`src/rtl/imem_axi_lite_master.sv`:
```
// Instruction-fetch AXI4-Lite read master: one outstanding read, every output registered.
// A flush discards the in-flight read's response (the AXI beat is still consumed) or the held response.
module imem_axi_lite_master #(
  parameter int ADDR_WIDTH = 32,
  parameter int DATA_WIDTH = 32,
  parameter int WORD_ADDR  = 1
) (
  input  logic                  clk,
  input  logic                  resetn,
  input  logic                  i_req_valid,
  input  logic [ADDR_WIDTH-1:0] i_req_addr,
  output logic                  o_req_ready,
  input  logic                  i_flush,
  output logic                  o_rsp_valid,
  output logic [DATA_WIDTH-1:0] o_rsp_data,
  output logic                  o_rsp_err,
  input  logic                  i_rsp_ready,
  output logic [ADDR_WIDTH-1:0] o_axi_araddr,
  output logic                  o_axi_arvalid,
  input  logic                  i_axi_arready,
  input  logic [DATA_WIDTH-1:0] i_axi_rdata,
  input  logic [1:0]            i_axi_rresp,
  input  logic                  i_axi_rvalid,
  output logic                  o_axi_rready
);
  typedef enum logic [1:0] {IDLE, ADDR, DATA, RESP} state_e;

  state_e                state_q, state_d;
  logic                  drop_q, drop_d;
  logic                  req_ready_q, req_ready_d;
  logic [ADDR_WIDTH-1:0] araddr_q, araddr_d;
  logic                  arvalid_q, arvalid_d;
  logic                  rready_q, rready_d;
  logic                  rsp_valid_q, rsp_valid_d;
  logic [DATA_WIDTH-1:0] rsp_data_q, rsp_data_d;
  logic                  rsp_err_q, rsp_err_d;
  logic                  accept;

  // Acceptance uses the registered ready, so ready only rises one edge after reset releases.
  assign accept = i_req_valid & req_ready_q & ~i_flush;

  always_comb begin
    state_d     = state_q;
    drop_d      = drop_q;
    req_ready_d = req_ready_q;
    araddr_d    = araddr_q;
    arvalid_d   = arvalid_q;
    rready_d    = rready_q;
    rsp_valid_d = rsp_valid_q;
    rsp_data_d  = rsp_data_q;
    rsp_err_d   = rsp_err_q;
    case (state_q)
      IDLE: begin
        req_ready_d = 1'b1;
        if (accept) begin
          req_ready_d = 1'b0;
          araddr_d    = (WORD_ADDR != 0) ? (i_req_addr >> 2) : i_req_addr;
          arvalid_d   = 1'b1;
          state_d     = ADDR;
        end
      end
      ADDR: begin
        if (i_flush) drop_d = 1'b1;
        if (i_axi_arready) begin
          arvalid_d = 1'b0;
          rready_d  = 1'b1;
          state_d   = DATA;
        end
      end
      DATA: begin
        if (i_flush) drop_d = 1'b1;
        if (i_axi_rvalid) begin
          rready_d = 1'b0;
          // A flush on the beat itself also discards it; data/err keep their old values.
          if (drop_q | i_flush) begin
            drop_d      = 1'b0;
            req_ready_d = 1'b1;
            state_d     = IDLE;
          end else begin
            rsp_data_d  = i_axi_rdata;
            rsp_err_d   = |i_axi_rresp;
            rsp_valid_d = 1'b1;
            state_d     = RESP;
          end
        end
      end
      RESP: begin
        if (i_flush | i_rsp_ready) begin
          rsp_valid_d = 1'b0;
          req_ready_d = 1'b1;
          state_d     = IDLE;
        end
      end
      default: state_d = IDLE;
    endcase
  end

  always_ff @(posedge clk or negedge resetn) begin
    if (!resetn) begin
      state_q     <= IDLE;
      drop_q      <= 1'b0;
      req_ready_q <= 1'b0;
      araddr_q    <= '0;
      arvalid_q   <= 1'b0;
      rready_q    <= 1'b0;
      rsp_valid_q <= 1'b0;
      rsp_data_q  <= '0;
      rsp_err_q   <= 1'b0;
    end else begin
      state_q     <= state_d;
      drop_q      <= drop_d;
      req_ready_q <= req_ready_d;
      araddr_q    <= araddr_d;
      arvalid_q   <= arvalid_d;
      rready_q    <= rready_d;
      rsp_valid_q <= rsp_valid_d;
      rsp_data_q  <= rsp_data_d;
      rsp_err_q   <= rsp_err_d;
    end
  end

  assign o_req_ready   = req_ready_q;
  assign o_axi_araddr  = araddr_q;
  assign o_axi_arvalid = arvalid_q;
  assign o_axi_rready  = rready_q;
  assign o_rsp_valid   = rsp_valid_q;
  assign o_rsp_data    = rsp_data_q;
  assign o_rsp_err     = rsp_err_q;
endmodule
```
`config.mk`:
```
export PLATFORM = sky130hd
export DESIGN_NAME = imem_axi_lite_master
export DESIGN_NICKNAME = d
export VERILOG_FILES = /design/src/rtl/imem_axi_lite_master.sv
export SDC_FILE = /design/constraint.sdc
export NUM_CORES = 1
export LEC_CHECK = 0
export CAP_MARGIN = 0
export CORE_MARGIN = 2
export CORE_UTILIZATION = 41
export CTS_BUF_LIST = sky130_fd_sc_hd__clkbuf_4 sky130_fd_sc_hd__clkbuf_8 sky130_fd_sc_hd__clkbuf_16
export DETAILED_ROUTE_END_ITERATION = 16
export GPL_TIMING_DRIVEN = 0
export PLACE_DENSITY = 0.8
export SLEW_MARGIN = 20
export SYNTH_ARGS = -nofsm -noshare
export SYNTH_HDL_FRONTEND = slang
export SYNTH_SLANG_ARGS = --single-unit
```
`constraint.sdc`:
```
create_clock -name clk -period 2 [get_ports clk]
set_input_delay 0.3 -clock clk [delete_from_list [all_inputs] [get_ports clk]]
set_output_delay 0.3 -clock clk [all_outputs]
set_load 0.1 [all_outputs]
```
Word-level counts from Yosys, hierarchy flattened
Index checks and enable logic that the tools add are counted.
{ "word_totals": {"register_bits": 70, "latch_bits": 0, "mem_bits_rw": 0, "mem_bits_ro": 0, "inputBits": 73, "output_inout_bits": 69, "wordCells": 62, "mem_count": 0} }
{ "classes": {"add_sub_neg": 0, "multipliers": 0, "div_mod_pow": 0, "order_cmp": 0, "eq_ne": 9, "shift": 0, "mux": 25, "bitwise": 6, "n_reduce_logical": 13} }
{ "ops": {"columns": ["operator", "count"], "rows": [
  ["$mux 1", 14],
  ["$ne 2x2->1 const B", 6],
  ["$reduce_and 4->1", 3],
  ["$mux 2", 5],
  ["$reduce_and 3->1", 3],
  ["$pmux 1 s2", 4],
  ["$pmux 2 s4", 1],
  ["$reduce_bool 2->1", 3],
  ["$eq 2x2->1 const B", 2],
  ["$pmux 1 s3", 1],
  ["$reduce_bool 3->1", 1],
  ["$and 1x1->1", 2],
  ["$eq 2x1->1 const B", 1],
  ["$logic_not 2->1", 1],
  ["$not 1->1", 2],
  ["$or 1x1->1", 2],
  ["$reduce_and 2->1", 1],
  ["$reduce_or 2->1", 1]
]} }

Depth between registers and ports, before layout
Gate-level depths: netlist of the first run.
{ "depth": {"word_depth": 4, "ltp_mapped": 8, "depth_no_buf": 6} }

Worst setup path before layout of the first run
OpenSTA, ideal clock, no wires.
{ "synth_path": {"path_type": "flip-flop to flip-flop", "start": "register req_ready_q (netlist: o_req_ready)", "end": "register state_q[1]", "setup_time_ns": 0.082, "arrival_time_ns": 1.794, "required_ns": 1.918, "setup_slack_ns": 0.124, "stages_incl_launch_ff": 5, "cell_sequence": "dfrtp_1 -> nand3b_4 -> a2111oi_4 -> a21oi_1 -> a31oi_1"} }
{ "synth_between": {"elab_chain_cells": 4} }
{ "synth_lines": {"columns": ["item", "line", "source"], "rows": [
  ["start: declaration", "30", "logic req_ready_q, req_ready_d;"],
  ["start signal: assignment", "112", "req_ready_q <= req_ready_d;"],
  ["$and 1x1->1 (2 in series)", "40", "assign accept = i_req_valid & req_ready_q & ~i_flush;"],
  ["$ne 2x2->1 (no source line)", null, null],
  ["$reduce_and 4->1 (no source line)", null, null],
  ["end signal: assignment", "110", "state_q <= state_d;"],
  ["end: declaration", "28", "state_e state_q, state_d;"]
]} }
No other way between the ends.
A chain may end at the register's enable or synchronous reset.

Worst setup path in the final report of the first run
{ "layout_path": {"start": "register state_q[0]", "end": "register rsp_data_q[3] (netlist: o_rsp_data[3])"} }
{ "layout_between": {"elab_chain_cells": 2} }
{ "layout_lines": {"columns": ["item", "line", "source"], "rows": [
  ["$eq 2x2->1", "52", "case (state_q)"],
  ["$reduce_and 3->1 (no source line)", null, null],
  ["end signal: assignment", "117", "rsp_data_q <= rsp_data_d;"],
  ["end: declaration", "35", "logic [DATA_WIDTH-1:0] rsp_data_q, rsp_data_d;"]
]} }
No other way between the ends.

==> results of run 1 <==
worst reg2reg max path, stage by stage, from the launching register on:
cell and delay (ns):
dfrtp_1 0.46, inv_2 0.13, ha_2 0.24, nor3b_4 0.21, and2_4 0.18, buf_12 0.13
buf_12 0.14, mux2_4 0.31
synthesized netlist by cell type:
| cell type | n | share of area (%) |
|---|---|---|
| and2_4 | 1 | 0.29 |
| conb_1 | 1 | 0.12 |
| inv_1 | 3 | 0.37 |
| nand2_1 | 3 | 0.37 |
| or2b_1 | 1 | 0.25 |
| nand4b_1 | 1 | 0.29 |
| buf_4 | 2 | 0.50 |
| ha_1 | 7 | 2.9 |
| nor3_1 | 1 | 0.17 |
| nor2b_1 | 2 | 0.41 |
| nor3b_1 | 1 | 0.25 |
| nand3b_4 | 1 | 0.66 |
| mux2_4 | 28 | 14 |
| a21oi_1 | 6 | 0.99 |
| buf_2 | 3 | 0.50 |
| a31oi_1 | 4 | 0.83 |
| a311oi_1 | 1 | 0.29 |
| nor2_1 | 8 | 0.99 |
| nor4_1 | 1 | 0.21 |
| nor3b_4 | 1 | 0.62 |
| a22o_1 | 1 | 0.29 |
| buf_12 | 4 | 2.7 |
| o21ai_0 | 3 | 0.50 |
| dfrtp_1 | 70 | 58 |
| a2111oi_4 | 1 | 0.91 |
| mux2_2 | 34 | 13 |
cells by family (layout without fill, tap and decap cells):
group                      Yosys count  in the layout
adders and majority gates            7              7
AOI/OAI and AO/OA                   16             16
DFF                                 70             70
and+or+nand+nor                     21             21
muxes                               62             62
buffers and inverters               12            167
other                                1              2
flip-flops by register name, summed over array words and instances, names as in the netlist:
| register | count |
|---|---|
| o_rsp_data | 32 |
| o_axi_araddr | 30 |
| state_q | 2 |
| drop_q | 1 |
| o_axi_arvalid | 1 |
| o_axi_rready | 1 |
| o_req_ready | 1 |
| o_rsp_err | 1 |
| o_rsp_valid | 1 |
worst min-delay path by stage:
stage | startpoint | end | slack (ns) | cells past startpoint
global route | resetn | o_axi_araddr[13] | 0.46 | 2
floorplan | resetn | drop_q | 0.004 | 0
detailed placement | resetn | o_axi_araddr[7] | 0.24 | 1
finish | resetn | o_axi_araddr[13] | 0.42 | 2
global placement | o_axi_araddr[24] | o_axi_araddr[24] | 0.49 | 1
CTS | resetn | o_axi_araddr[13] | 0.43 | 2
cell usage in the layout, fill, tap and decap left out, types with 2 or more instances in the layout:
cell / count
o21ai_0: 3
mux2_4: 28
clkinvlp_4: 2
inv_1: 2
mux2_2: 34
buf_2: 3
nor2_1: 8
conb_1: 2
a21oi_1: 6
buf_4: 4
nand2_1: 3
dfrtp_1: 70
ha_1: 6
dlygate4sd2_1: 66
clkdlybuf4s50_1: 69
buf_12: 4
clkinv_2: 2
clkbuf_8: 9
nor2b_1: 2
a31oi_1: 4
stage by stage:
step           instance area, µm²  worst slack [ns]  hold WS (ns)
2_1_floorplan                3020             0.124       0.00441
3_3_place_gp                 4520             -1.74         0.486
3_5_place_dp                 4540           -0.0884         0.241
4_1_cts                      4660           0.00488         0.427
5_1_grt                      4660            0.0220         0.459
6_report                     4660             0.101         0.421
layer usage:
| metal | vias to the layer above | wire (µm) | track usage [%] |
|---|---|---|---|
| met5 | - | 0 | 0 |
| li1 | 968 | - | - |
| met2 | 71 | 3630 | 31.7 |
| met1 | 1047 | 2860 | 22.2 |
| met4 | 0 | 77 | 5.51 |
| met3 | 8 | 302 | 4.02 |
repair_timing:
item,in CTS,in global routing
setup buffers,1,0
endpoints found under the setup margin,95,29
hold buffers,1,0
endpoints found under the hold margin,24,0
gates resized for setup,67,4
final cells by class:
cell class	count	area (µm²)	area share, %
buffer	9	110	2.36
clock buffer	9	124	2.66
clock inverter	6	63.8	1.37
inverter	3	11.3	0.241
multi-input combinational	108	1150	24.7
sequential	70	1750	37.6
tap	99	124	2.66
timing repair buffer	140	1330	28.4
==> flow_metrics.tcl, run 1 <==
set metrics [dict create \
    dr_total_vias 2094 \
    wl_um 6870 \
    fin_crit_ns 1.90 \
    numCtsBuffers 9 \
    drt.antenna.violating_nets 0 \
    fin_skew_ns 0.00987 \
    finalHoldViolations 0 \
    synth_compound_area_share_pct 3.81 \
    cp.depth 7 \
    synthAdderAreaFrac_pct 2.90 \
    outcome "complete, no violations" \
    dp_hpwl_um 5220 \
    num-fill-cells 569 \
    regToRegEndpoint "o_rsp_data[3]" \
    finish.utilization_pct 65.0 \
    crit_buf_inv 3 \
    reg2reg_depth 7 \
    port_buffers 137 \
    cp-start-kind "flop" \
    reg2reg_from "state_q[0]" \
    wl_per_cell_um 15.5 \
    critPathMaxFanout 10 \
    crit_path_cell_trace "inv_2, ha_2, nor3b_4, and2_4, buf_12, buf_12, mux2_4" \
    track_usage_pct 18.0 \
    worstMarginPinSlew_ns 1.00 \
    arrival_ns 2.11 \
    ios 142 \
    synth_cell_types 26 \
    instances_no_fill 444 \
    crit_slowest_cell "dfrtp_1" \
    antenna_found_initial 0 \
    cp-end-kind "flop" \
    finalSetupViolations 0 \
    drv_slew 0 \
    start_util_pct 42.1 \
    cp-endpoint "o_rsp_data[3]" \
    clock_latency_ns 0.33 \
    die_area_um2 8070 \
    first_iter_violations 32 \
    syn2layout_area_growth_pct 54.5 \
    post-route-period-util_pct 94.9 \
    synth_area_um2 3020 \
    placed_cells 427 \
    fp.dieW_um 89.8 \
    avgSynthCellArea_um2 16.0 \
    syn_inst 189 \
    ys_seq_area_share_pct 58.0 \
    max_freq_ghz 0.527 \
    cp.required_ns 2.21 \
    drive_gt1_share_pct 27.8 \
    grt_start_max_net_pins 47 \
    synth_xor_area_share_pct 0 \
    cts.sinks 70 \
    synth-seq-cells 70 \
    gp_congestion 0.813 \
    cp_common_cell "buf_12" \
    cts_root_buffer "clkbuf_8" \
    htreeDepth 3 \
    synth_top_family_by_area "multiplexers" \
    hold_path.class "in2async" \
    cap_violations 0 \
    path_class "reg2reg" \
    grt_pass1_wl_um 11600 \
    crit_path_start "state_q[0]" \
    row_count 31 \
    critPathMaxStageDelay_ns 0.46 \
    dr.pass1.iters 4 \
    fin_tns_setup_ns 0 \
    nets 421 \
    cpLargestDelayFamily "flip-flops" \
    grt_overflow 0 \
    r2r_slack_ns 0.10 \
    drcViolationCount 0 \
    tritoncts "yes" \
    grt_pass1_vias 2275 \
    synth_mux_area_share_pct 26.6 \
    relSlewSlack_pct 33.4 \
    die_h_um 89.8 \
    yosysWarnings 0 \
    coreArea_um2 7180 \
    clockBufferDepth 2 \
    clkTransAtPathRegs_ns 0.08 \
    rsz0062_at_grt "false" \
    yosys.area_share.simple_pct 4.52 \
    vias_per_cell 4.72 \
    insertedDiodeCount 0 \
]
Power of run 1 is not shown: default switching activity piles up to over one toggle a cycle in this logic, so the estimate is an artifact.
==> run 2: changes to the inputs <==
--- a/config.mk
+++ b/config.mk
@@ -6,6 +6,7 @@
 export NUM_CORES = 1
 export LEC_CHECK = 0
 export CAP_MARGIN = 0
+export CORE_ASPECT_RATIO = 1.2
 export CORE_MARGIN = 2
 export CORE_UTILIZATION = 41
 export CTS_BUF_LIST = sky130_fd_sc_hd__clkbuf_4 sky130_fd_sc_hd__clkbuf_8 sky130_fd_sc_hd__clkbuf_16
==> flow_metrics.tcl, run 2 (synthesis gave the netlist of run 1 again) <==
set metrics [dict create \
    outcome "complete, no violations" \
    pre_cts_ws_ns -0.0613 \
    drt.antenna.violating_nets 0 \
    largest_reg_flops 32 \
    crit_path_cell_trace "dlygate4sd2_1" \
    dr_total_vias 2096 \
    layout_commonest_cell "dfrtp_1" \
    wl_per_cell_um 15.3 \
    htreeDepth 3 \
    wl_um 6660 \
    post-route-period-util_pct 97.3 \
    cts_root_buffer "clkbuf_8" \
    grt_pass1_wl_um 10500 \
    fin_tns_setup_ns 0 \
    finalSetupViolations 0 \
    ios 142 \
    max_freq_ghz 0.514 \
    antenna_found_initial 0 \
    row_count 34 \
    grt_start_max_net_pins 59 \
    dr.pass1.iters 4 \
    coreArea_um2 7190 \
    finish.utilization_pct 64.9 \
    fin_skew_ns 0.0130 \
    cp-end-kind "output port" \
    track_usage_pct 17.1 \
    die_h_um 98 \
    grt_overflow 0 \
    clkTransAtPathRegs_ns 0.08 \
    final_cell_mix "70 x dfrtp_1, 69 x clkdlybuf4s50_1, 67 x dlygate4sd2_1, 34 x mux2_2, 28 x mux2_4" \
    path_class "reg2out" \
    start_util_pct 42.0 \
    clockBufferDepth 2 \
    insertedDiodeCount 0 \
    drcViolationCount 0 \
    dp_hpwl_um 5010 \
    instances_no_fill 435 \
    arrival_ns 1.65 \
    critPathMaxStageDelay_ns 0.89 \
    num-fill-cells 562 \
    port_buffers 137 \
    gp_congestion 0.800 \
    cts.sinks 70 \
    drive_gt1_share_pct 27.5 \
    worstMarginPinSlew_ns 0.997 \
    grt_pass1_vias 2179 \
    relSlewSlack_pct 33.8 \
    crit_slowest_cell "dlygate4sd2_1" \
    hold_path.class "in2async" \
    clock_latency_ns 0.33 \
    rsz0062_at_grt "false" \
    placed_cells 418 \
    numCtsBuffers 9 \
    r2r_slack_ns 0.09 \
    nets 421 \
    cp-start-kind "flop" \
    fin_ws_ns 0.0531 \
    cp.required_ns 1.70 \
    die_area_um2 8070 \
    critPathMaxFanout 4 \
    tritoncts "yes" \
    cap_violations 0 \
    cpLargestDelayFamily "buffers and inverters" \
    syn2layout_area_growth_pct 54.5 \
    first_iter_violations 55 \
    drv_slew 0 \
    crit_buf_inv 1 \
    vias_per_cell 4.82 \
    fin_crit_ns 1.95 \
    finalHoldViolations 0 \
    fp.dieW_um 82.3 \
]
run 2: cell count changes in the layout (fill, tap and decap cells not counted):
| cell | previous run | this run |
|---|---|---|
| clkbuf_2 | 1 | 0 |
| clkbuf_8 | 9 | 10 |
| clkinv_2 | 2 | 1 |
| clkinv_4 | 1 | 0 |
| dlygate4sd2_1 | 66 | 67 |
| inv_6 | 0 | 1 |
run 2: layout make-up:
class,count,area (µm²),area share [%]
inverters,3,11.3,0.241
plain buffers,9,110,2.36
well taps,90,113,2.41
multi-input cells,108,1150,24.7
repair buffers,140,1330,28.5
clock inverters,5,58.8,1.26
clock buffers,10,138,2.95
flip-flops and latches,70,1750,37.6
run 2: path summary, 6_finish.rpt:
check,start,endpoint,depth (start not counted)
setup / recovery,o_req_ready,o_req_ready,1
hold / removal,resetn,o_axi_araddr[5],2
setup reg to reg,state_q[0],o_rsp_data[22],7
hold reg to reg,o_axi_araddr[23],o_axi_araddr[23],1
max in group asynchronous,resetn,state_q[1],3
min in group clk,o_axi_araddr[23],o_axi_araddr[23],1
run 2: timing repair:
action / CTS / global route
setup buffers: 1 / 0
hold endpoints to repair: 12 / 0
gates resized for setup: 68 / 1
hold buffers: 1 / 0
endpoints found under the setup margin: 95 / 28
run 2: metrics by stage:
stage | hold WS [ns] | area [µm²]
after floorplan | 0.00441 | 3020
after global placement | 0.486 | 4510
after global routing | 0.375 | 4660
after detailed placement | 0.168 | 4530
final | 0.357 | 4660
after CTS | 0.351 | 4660
run 2: per-layer routing:
layer  track usage (%)  up-vias  share of wire (%)
li1                  -      966                  -
met1              19.9     1032                 41
met2              29.0       88                 50
met3              4.90       10                8.0
met4              6.67        0                1.5
met5                 0        -                  0
Power of run 2 is left out for the same reason.
==> run 3: changes to the inputs <==
--- a/config.mk
+++ b/config.mk
@@ -7,12 +7,13 @@
 export LEC_CHECK = 0
 export CAP_MARGIN = 0
 export CORE_ASPECT_RATIO = 1.2
-export CORE_MARGIN = 2
+export CORE_MARGIN = 1
 export CORE_UTILIZATION = 41
 export CTS_BUF_LIST = sky130_fd_sc_hd__clkbuf_4 sky130_fd_sc_hd__clkbuf_8 sky130_fd_sc_hd__clkbuf_16
 export DETAILED_ROUTE_END_ITERATION = 16
 export GPL_TIMING_DRIVEN = 0
 export PLACE_DENSITY = 0.8
+export REMOVE_ABC_BUFFERS = 1
 export SLEW_MARGIN = 20
 export SYNTH_ARGS = -nofsm -noshare
 export SYNTH_HDL_FRONTEND = slang
==> flow_metrics.tcl, run 3 (synthesis gave the netlist of run 1 again) <==
set metrics [dict create \
    htreeDepth 3 \
    crit_buf_inv 1 \
    start_util_pct 43.3 \
    cp-start-kind "flop" \
    cap_violations 0 \
    wl_um 6550 \
    grt_pass1_vias 2133 \
    arrival_ns 1.65 \
    nets 420 \
    num-fill-cells 565 \
    clkTransAtPathRegs_ns 0.07 \
    coreArea_um2 6980 \
    fin_tns_setup_ns 0 \
    crit_path_cell_trace "dlygate4sd2_1" \
    outcome "complete, no violations" \
    finalSetupViolations 0 \
    critPathMaxStageDelay_ns 0.90 \
    gp_congestion 0.764 \
    clockBufferDepth 2 \
    dp_hpwl_um 4700 \
    die_area_um2 7710 \
    cts_root_buffer "clkbuf_8" \
    cp-end-kind "output port" \
    row_count 33 \
    final_cell_mix "70 x dfrtp_1, 69 x clkdlybuf4s50_1, 67 x dlygate4sd2_1, 34 x mux2_2, 28 x mux2_4" \
    hold_path.class "in2async" \
    post-route-period-util_pct 97.4 \
    fin_crit_ns 1.95 \
    path_class "reg2out" \
    relSlewSlack_pct 33.7 \
    antenna_found_initial 0 \
    crit_slowest_cell "dlygate4sd2_1" \
    tritoncts "yes" \
    grt_overflow 0 \
    drt.antenna.violating_nets 0 \
    syn2layout_area_growth_pct 55.1 \
    layout_commonest_cell "dfrtp_1" \
    track_usage_pct 17.9 \
    fin_skew_ns 0.0109 \
    ios 142 \
    dr_total_vias 2069 \
    first_iter_violations 52 \
    cp.required_ns 1.70 \
    cpLargestDelayFamily "buffers and inverters" \
    clock_latency_ns 0.34 \
    cts.sinks 70 \
    critPathMaxFanout 4 \
    rsz0062_at_grt "false" \
    drv_slew 0 \
    drive_gt1_share_pct 27.3 \
    port_buffers 137 \
    numCtsBuffers 9 \
    drcViolationCount 0 \
    vias_per_cell 4.80 \
    grt_start_max_net_pins 39 \
    finalHoldViolations 0 \
    worstMarginPinSlew_ns 0.999 \
    dr.pass1.iters 4 \
    insertedDiodeCount 0 \
    wl_per_cell_um 15.2 \
    die_h_um 96 \
    grt_pass1_wl_um 10300 \
    max_freq_ghz 0.514 \
    fp.dieW_um 80.3 \
    largest_reg_flops 32 \
]
## run 3: cell types whose count changed in the layout (fill, tap and decap cells not counted), sizes merged
| cell | previous run | this run |
|---|---|---|
| buf | 12 | 10 |
| and2 | 1 | 2 |
| bufinv | 1 | 2 |
| inv | 4 | 3 |
## run 3: layout make-up
cell class                      count  area (µm²)  share of cell area (%)
Clock buffer                       10         138                    2.94
Clock inverter                      5        83.8                    1.79
Inverter                            3        11.3                   0.241
Multi-Input combinational cell    109        1160                    24.8
Sequential cell                    70        1750                    37.4
Tap cell                           87         109                    2.32
Timing Repair Buffer              147        1430                    30.5
## run 3: per-layer routing
layer / up-vias / global-route usage, % / part of all wire [%]
met4: 0 / 6.70 / 1.2
met2: 96 / 30.3 / 50
met5: - / 0 / 0
met1: 1002 / 21.7 / 41
met3: 9 / 5.31 / 7.3
li1: 962 / - / -
## run 3: through the flow
stage	cells	hold WS, ns	cell area [µm²]	utilization, %	setup slack (ns)
6_report	431	0.454	4680	67.1	0.0528
5_1_grt	431	0.490	4680	67.1	0.00887
4_1_cts	429	0.453	4640	66.5	0.0000981
3_5_place_dp	408	0.272	4440	63.6	-0.311
3_3_place_gp	405	0.486	4390	63.0	-1.73
2_1_floorplan	181	0.00441	2910	-	-0.815
## run 3: worst paths after layout
path	startpoint	to	slack, ns	cells past startpoint
setup / recovery	o_req_ready	o_req_ready	0.05	1
hold / removal	resetn	o_axi_araddr[22]	0.45	2
setup reg to reg	state_q[0]	o_rsp_data[31]	0.15	6
hold reg to reg	o_axi_araddr[15]	o_axi_araddr[15]	0.50	1
max in group asynchronous	resetn	o_rsp_data[17]	1.00	3
min in group clk	o_axi_araddr[15]	o_axi_araddr[15]	0.50	1
## run 3: what timing repair did
| item | CTS | global route |
|---|---|---|
| setup endpoints to repair | 122 | 32 |
| hold buffers | 1 | 0 |
| hold endpoints to repair | 32 | 0 |
| setup buffers | 4 | 2 |
| pin swaps | 2 | 0 |
| cloned | 1 | 0 |
| gates resized for setup | 68 | 2 |
Power of run 3 is left out for the same reason.
